### src/rtl/conversor_bcd_rolhas.sv
// Sequential binary-to-BCD converter (shift-and-add-3) for the cork counter.
// Start/done handshake; results saturate to all nines when the count does not fit.
module conversor_bcd_rolhas #(
  parameter int WIDTH  = 7,
  parameter int DIGITS = 3
) (
  input  logic                  clk,
  input  logic                  reset_n,
  input  logic                  start,
  input  logic [WIDTH-1:0]      bin_in,
  output logic                  ready,
  output logic                  busy,
  output logic                  done,
  output logic [4*DIGITS-1:0]   bcd_out,
  output logic                  overflow
);

  localparam int AW = 4 * DIGITS;
  localparam int CW = $clog2(WIDTH + 1);
  localparam logic [CW-1:0] CNT_LOAD = CW'(WIDTH);
  localparam logic [CW-1:0] CNT_LAST = CW'(1);

  typedef enum logic [1:0] {IDLE, SHIFT, DONE} state_t;

  state_t            state_q, state_d;
  logic [WIDTH-1:0]  shreg_q, shreg_d;
  logic [AW-1:0]     acc_q, acc_d, acc_adj;
  logic              ovf_q, ovf_d;
  logic [CW-1:0]     cnt_q, cnt_d;
  logic [AW-1:0]     bcd_q, bcd_d;
  logic              ovr_q, ovr_d;

  // Per-digit correction: digits of 5 or more get +3 so the next shift carries into the next decade.
  function automatic logic [AW-1:0] add3(input logic [AW-1:0] a);
    logic [AW-1:0] r;
    r = a;
    for (int k = 0; k < DIGITS; k++) begin
      if (a[4*k +: 4] >= 4'd5) r[4*k +: 4] = a[4*k +: 4] + 4'd3;
    end
    return r;
  endfunction

  function automatic logic [AW-1:0] saturate(input logic [AW-1:0] a, input logic ovf);
    return ovf ? {DIGITS{4'h9}} : a;
  endfunction

  always_ff @(posedge clk or negedge reset_n) begin
    if (!reset_n) begin
      state_q <= IDLE;
      shreg_q <= '0;
      acc_q   <= '0;
      ovf_q   <= 1'b0;
      cnt_q   <= '0;
      bcd_q   <= '0;
      ovr_q   <= 1'b0;
    end else begin
      state_q <= state_d;
      shreg_q <= shreg_d;
      acc_q   <= acc_d;
      ovf_q   <= ovf_d;
      cnt_q   <= cnt_d;
      bcd_q   <= bcd_d;
      ovr_q   <= ovr_d;
    end
  end

  always_comb begin
    state_d = state_q;
    shreg_d = shreg_q;
    acc_d   = acc_q;
    ovf_d   = ovf_q;
    cnt_d   = cnt_q;
    bcd_d   = bcd_q;
    ovr_d   = ovr_q;
    acc_adj = add3(acc_q);
    case (state_q)
      IDLE, DONE: begin
        if (start) begin
          shreg_d = bin_in;
          acc_d   = '0;
          ovf_d   = 1'b0;
          cnt_d   = CNT_LOAD;
          state_d = SHIFT;
        end else begin
          state_d = IDLE;
        end
      end
      SHIFT: begin
        // A bit leaving the top digit means the value no longer fits in DIGITS decades.
        acc_d   = {acc_adj[AW-2:0], shreg_q[WIDTH-1]};
        shreg_d = shreg_q << 1;
        ovf_d   = ovf_q | acc_adj[AW-1];
        cnt_d   = cnt_q - 1'b1;
        if (cnt_q == CNT_LAST) begin
          state_d = DONE;
          bcd_d   = saturate(acc_d, ovf_d);
          ovr_d   = ovf_d;
        end
      end
      default: state_d = IDLE;
    endcase
  end

  assign ready    = (state_q == IDLE) || (state_q == DONE);
  assign busy     = (state_q == SHIFT);
  assign done     = (state_q == DONE);
  assign bcd_out  = bcd_q;
  assign overflow = ovr_q;

endmodule

### config.mk
export PLATFORM = sky130hd
export DESIGN_NAME = conversor_bcd_rolhas
export DESIGN_NICKNAME = d
export VERILOG_FILES = /design/src/rtl/conversor_bcd_rolhas.sv
export SDC_FILE = /design/constraint.sdc
export NUM_CORES = 1
export LEC_CHECK = 0
export ABC_AREA = 1
export CAP_MARGIN = 30
export CORE_ASPECT_RATIO = 2
export CORE_MARGIN = 4
export CORE_UTILIZATION = 50
export DETAILED_ROUTE_END_ITERATION = 10
export DONT_BUFFER_PORTS = 1
export PLACE_DENSITY = 0.64
export SETUP_SLACK_MARGIN = 0.3
export SLEW_MARGIN = 20
export SYNTH_ARGS = -nofsm -noshare
export SYNTH_HDL_FRONTEND = slang
export SYNTH_SLANG_ARGS = --single-unit
export TNS_END_PERCENT = 10
### constraint.sdc
create_clock -name clk -period 2.11 [get_ports clk]
set_input_delay 0.422 -clock clk [delete_from_list [all_inputs] [get_ports clk]]
set_output_delay 0.422 -clock clk [all_outputs]
set_load 0.02 [all_outputs]
==> metrics list, run 1 <==
* Vias in the first global route: 1474
- Number of setup violations in the final report: 0
* Final max-slew violation count: 0
- Number of setup buffers added after CTS: 0
- The run finished with clean final reports.
- Setup TNS: 0 ps
- In this run the power density over the cells is 1696 mW/mm2.
* Core footprint: 0.003646 mm2
- GRT Resource Usage Total: 18.56%
* Leak pwr: 1.057 nW
- The number of endpoints with negative hold slack in the final report is 0.
- For this run the aggregate overflow at the end of global routing stands at 0.
* Slew at the pin closest to its max-slew limit: 401.3 ps
* Most common library cell in the layout ignoring fill and taps: sky130_fd_sc_hd__nand2_1
- The congestion estimate from routability-driven global placement came to 0.8282.
* Maximum level of the CTS H-tree: 2
- Effective utilization at floorplan: 52.57%
- Entering global routing, the biggest net connects 39 pins.
- Each instance of the synthesized netlist takes up on average 8.262 um2.
- Compound-cell area share of the yosys netlist: 12.27%
* Crit path kind: reg -> out
- Remaining DRCs: 0
* Count of filler cells inserted in the layout: 362
- Adder and majority cell fraction of the synthesized area: 5.222%
- Synthesis produced a netlist with a net count of 250.
- STA classifies the critical path startpoint as a flop.
* Synth Instances: 232
- After synthesis, the largest family of logic cells by area is simple AND/OR/NAND/NOR gates.
- Highest-count cells in the layout ignoring fill and taps: sky130_fd_sc_hd__nand2_1 (70), sky130_fd_sc_hd__dfrtp_1 (38), sky130_fd_sc_hd__inv_1 (29)
- Of all cell types, the one taking the most synthesized area is sky130_fd_sc_hd__dfrtp_1.
- The first global-routing pass estimated 6699 um of wire.
* Clock tree root buffer cell: sky130_fd_sc_hd__clkbuf_8
- STA puts the critical path data required time at 1690 ps.
* Via density: 5.101
* Post-route worst setup slack: 495.3 ps
- # nets final: 255
- The post-route netlist has 9.664% of its cells at a drive strength greater than 1.
- The floorplan step set the die width to 51.78 um.
- Ys Warns: 0
* Die Height: 95.56 um
* CTS max path bufs: 2
- Classification of the worst-slack hold path: in -> reg
* Row count: 31
- The portion of synthesized area spent on multiplexers is 0%.
* Unrepaired setup endpoints after global routing: yes
- Sum of net half-perimeters after detailed placement: 2731 um
- Critical path data arrival time: 1190 ps
- The floorplan step defined a die boundary enclosing 0.004948 mm2.
* Worst hold slack across all endpoints: 304.5 ps
- Fmax: 0.6193 GHz
* Total number of vias: 1464
- In this run the cell area of the synthesized design comes to 0.001917 mm2.
- Area added between synthesis and finish: 8.159%
* Worst slack, placed: 377.0 ps
- Clock latency on the worst-skew pair, taken at its later pin, is 290 ps.
* Synth unique cells: 24
- The initial antenna violation count is 0.
- Number of clock sinks: 38
* Area share of and/or/nand/nor cells after synthesis: 23.63%
- Final Cycle Share: 76.53%
* Relative slew slack: 72.97%
- By area the synthesized netlist is led by sky130_fd_sc_hd__dfrtp_1 (50%), sky130_fd_sc_hd__nand2_1 (14%), sky130_fd_sc_hd__inv_1 (5.7%), sky130_fd_sc_hd__ha_1 (5.2%), sky130_fd_sc_hd__o22ai_1 (4.2%).
* Worst-path clk slew: 80 ps
- After detailed routing, the average wire length per cell comes to 13.19 um.
* Critical Path Sink Type: primary output
- Minimum clock period after layout: 1615 ps
- Port-buffer cells: 0
* Power Total: 3.516 mW
* Max-Cap Viols: 0
- Proportion of netlist area held by the largest area contributor: 49.61%
- Core utilization of the finished layout: 56.86%
* Final setup skew: 6.256 ps
- 1st-pass router iterations: 4
- Number of buffers created by CTS: 5
- CTS tree: yes
* Number of I/O pins: 26
* Number of synthesized register bits: 38
- The synthesized netlist devotes 0% of its cell area to XOR and XNOR gates.
- Number of diodes added for antenna fixing: 0
- Worst vdd rail ir drop: 0.9868 mV
- In this run, the number of DRC markers left after iteration 0 of detailed routing was 17.
- Of all nets on the critical path, the largest fanout is 16.
* Final antenna-violating net count: 0
- The routed design has 3785 um of wire.
- Sequential cells were found to cover 49.61% of the synthesized design area.
==> registers in the layout (all words and copies together) (netlist names) <==
register and flops:
state_q 2, cnt_q 3, overflow 1, shreg_q 7, ovf_q 1, bcd_out 12
acc_q 12
==> power by group <==
| group | switching [mW] | internal (mW) |
|---|---|---|
| clock network | 0.258 | 0.262 |
| registers | 0.375 | 1.08 |
| logic | 1.01 | 0.532 |
==> kinds of logic after synthesis <==
| group | Yosys count |
|---|---|
| simple gates | 109 |
| compound gates | 40 |
| fa+ha+maj | 8 |
| flops | 38 |
| buf+inv | 37 |
==> per-stage QoR <==
step                      cells  cell area [um2]
after floorplan             232             1917
after global placement      277             1936
after detailed placement    277             1936
after CTS                   287             2068
after global routing        287             2073
final                       287             2073
==> cells in the mapped netlist (all sizes together) <==
cell type / count
nor2: 17
a31oi: 1
nand4: 1
a22oi: 1
a32o: 1
or2: 1
dfrtp: 38
a21oi: 8
nand3: 15
buf: 6
o21ai: 15
inv: 30
o22ai: 13
clkbuf: 1
o21bai: 1
nand2: 75
ha: 8
==> layout make-up <==
class	instances	area [um2]	share of cell area (%)
clock buffers	6	82.58	3.983
clock inverters	2	12.51	0.6035
inverters	30	117.6	5.673
multi-input cells	157	795.8	38.38
flip-flops and latches	38	950.9	45.87
well taps	49	61.31	2.957
repair buffers	5	52.55	2.535
==> final timing paths <==
check                            from          end  slack, ps  cells after the start
max in group asynchronous     reset_n     acc_q[2]       1340                      2
hold / removal                  start   shreg_q[0]        300                      1
hold reg to reg              cnt_q[2]     cnt_q[2]        510                      2
setup / recovery           state_q[1]         busy        500                      3
min in group asynchronous     reset_n  bcd_out[11]        570                      2
setup reg to reg             acc_q[0]     acc_q[1]        500                      9
==> per-layer routing <==
| metal | up-vias | share of wire, % | global-route usage [%] |
|---|---|---|---|
| li1 | 755 | - | - |
| met1 | 670 | 41 | 20.42 |
| met2 | 30 | 51 | 31.60 |
| met3 | 9 | 4.4 | 4.851 |
| met4 | 0 | 3.1 | 10.28 |
| met5 | - | 0 | 0 |
==> critical path, stage by stage, from the launching register on <==
cell                      delay (ps)
sky130_fd_sc_hd__dfrtp_1         360
sky130_fd_sc_hd__inv_1            90
sky130_fd_sc_hd__nand2_2         210
sky130_fd_sc_hd__inv_6           230
==> timing repair <==
action	CTS	global route
setup endpoints to repair	1	13
endpoints found under the hold margin	38	0
pin swaps	0	0
resized for setup	3	2
hold buffers	2	0
No activity file was read; power rests on OpenSTA's default activity.
==> run 2: changes to the inputs <==
Clock period 2.11 ns to 1.6 ns, I/O delays scaled along.
==> run 2 against run 1 <==
Compared with the run above:
- cell count rose by 7.0%
- design area rose by 16%
- routed wire length rose by 18%
- clock-buffer cell count fell by 1
- via count rose by 9.9%
- sequential power rose by 35%
- flip-flop and latch count did not move
- worst setup slack got worse by 450 ps
- non-clock buffer count rose by 19
- register-to-register slack got worse by 450 ps
- critical path type is now reg -> reg
==> metrics list, run 2 (same netlist as run 1, synthesis figures left out) <==
- The worst path in the final design needs a cycle of 1559 ps, including I/O delays and setup.
* Classification of the worst-slack hold path: in -> reg
- Registers take 952.2 um2.
- Number of buffers created by CTS: 5
- For this run the aggregate overflow at the end of global routing stands at 0.
- In this run the count of I/O pins placed on the die edge is 26.
- Of the available clock period, the critical path in the final layout requires 97.42%.
- Post-Layout Inst Area: 0.002405 mm2
- In the final layout, the share of cells above drive strength 1 is 29.46%.
- Iteration-0 DRC Markers: 38
- The longest clock path from root to sink contains 2 buffers.
- Die area: 0.004948 mm2
- TritonCTS built the clock tree.
- The number of endpoints with negative hold slack in the final report is 0.
* Sum of net half-perimeters after detailed placement: 3094 um
- Startpoint type of the worst setup path: flop
* Cell total after placement: 287
* Overall die width: 51.78 um
- Entering global routing, the biggest net connects 39 pins.
* Unrepaired setup endpoints after global routing: yes
- Placement Cell Area: 0.002038 mm2
* 1st-pass router iterations: 4
- Detail-routed net length per standard cell: 14.55 um
* Via density: 5.241
- Headroom to the max-slew limit came out at 73.48%.
* Final antenna-violating net count: 0
- # nets final: 275
- Clock tree synthesis selected as its root buffer the cell sky130_fd_sc_hd__clkbuf_8.
- Total Routed Length: 4466 um
- Count of filler cells inserted in the layout: 322
* Area taken by multi-input logic gates: 924.6 um2
- Setup TNS: 0 ps
* Die Height: 95.56 um
- The clock drives 38 sinks.
* Worst vdd rail ir drop: 1.582 mV
* Number of setup violations in the final report: 0
* Slew at the pin closest to its max-slew limit: 396.3 ps
* Final setup skew: 11.06 ps
* Row count: 31
- In the routed design, unresolved DRC markers number 0.
- Most common library cell in the layout ignoring fill and taps: sky130_fd_sc_hd__nand2_1
* Wire length of the first global-routing pass: 7189 um
- The repair_antennas step left the layout with diodes totalling 0.
* Run status: completed
- Cells fill 65.96% of the core in the end.
* Port-buffer cells: 0
- The worst setup path is captured at a flop.
- Final cell count without fillers: 307
- At the end of routability-driven placement, the weighted congestion stood at 0.8225.
- Worst-path clk slew: 80 ps
- Total number of vias: 1609
- The number of slew-limit violations in the final report was 0.
- Area added between synthesis and finish: 25.46%
- Worst-path maximum fanout: 6
- Dividing total power by cell area gives a power density of 2331 mW/mm2.
- CP Data Required Time: 1780 ps
* Maximum level of the CTS H-tree: 2
- Critical path data arrival time: 1740 ps
- Leak pwr: 1.188 nW
* Core footprint: 0.003646 mm2
- Number of antenna violations at the first check in global routing: 0
- Fmax: 0.6416 GHz
- The tool flagged a number of max-cap violations equal to 0.
- For the worst-skew pair, the clock arrives at the later sink with an insertion delay of 290 ps.
- The critical path in this run is classified as reg -> reg.
- Highest-count cells in the layout ignoring fill and taps: sky130_fd_sc_hd__nand2_1 (59), sky130_fd_sc_hd__dfrtp_1 (37), sky130_fd_sc_hd__inv_1 (21)
- Once the floorplan was initialized, standard cells occupied 52.57% of the core.
- Vias in the first global route: 1574
- GRT Resource Usage Total: 19.68%
## run 2: metrics by stage
step,power [mW],hold slack (ps),setup WS (ps)
global route,6.085,195.6,-60.33
floorplan,3.582,24.41,186.1
global placement,4.191,25.41,63.16
detailed placement,4.261,25.40,42.48
CTS,5.186,196.5,93.41
finish,5.605,203.6,41.32
## run 2: per-layer routing
layer  GRT usage [%]  part of all wire, %
met3           4.069                  3.4
met1           21.44                   39
met2           35.64                   56
met4           8.534                  2.1
met5               0                    0
## run 2: worst paths after layout
check,endpoint,slack [ps],from,depth (start not counted)
max in group asynchronous,bcd_out[2],910,reset_n,2
worst max-delay path,bcd_out[8],40,acc_q[8],12
worst min-delay path,shreg_q[0],200,start,1
min in group asynchronous,acc_q[10],480,reset_n,2
worst max register to register,bcd_out[8],40,acc_q[8],12
worst min register to register,cnt_q[2],500,cnt_q[2],2
## run 2: report_power, final
group	switching, mW	internal (mW)
logic	1.66	1.18
clock network	0.344	0.459
registers	0.534	1.42
total	2.54	3.07
## run 2: layout make-up
type	count	share of cell area [%]
clock buffers	5	2.862
clock inverters	3	1.665
inverters	30	4.891
multi-input cells	157	38.45
flip-flops and latches	38	39.59
well taps	49	2.549
repair buffers	24	9.834
repair inverters	1	0.1561
## run 2: repair_timing
| item | 4_1_cts | 5_1_grt |
|---|---|---|
| setup endpoints to repair | 35 | 38 |
| setup buffers | 2 | 6 |
| hold endpoints to repair | 38 | 0 |
| gates resized for setup | 7 | 40 |
| hold buffers | 2 | 0 |
| gates cloned | 1 | 1 |
| pin swaps | 1 | 19 |
## run 2: worst max-delay path, stage by stage (launching register included)
cell and delay [ps]:
sky130_fd_sc_hd__dfrtp_2 450, sky130_fd_sc_hd__inv_2 100, sky130_fd_sc_hd__ha_4 140, sky130_fd_sc_hd__inv_2 40
sky130_fd_sc_hd__nand2_4 60, sky130_fd_sc_hd__nand2_2 60, sky130_fd_sc_hd__nand2_2 80, sky130_fd_sc_hd__nor2_4 50
sky130_fd_sc_hd__nor2_4 180, sky130_fd_sc_hd__buf_12 140, sky130_fd_sc_hd__nand2_2 40, sky130_fd_sc_hd__nand2_1 60
sky130_fd_sc_hd__nand2_1 50
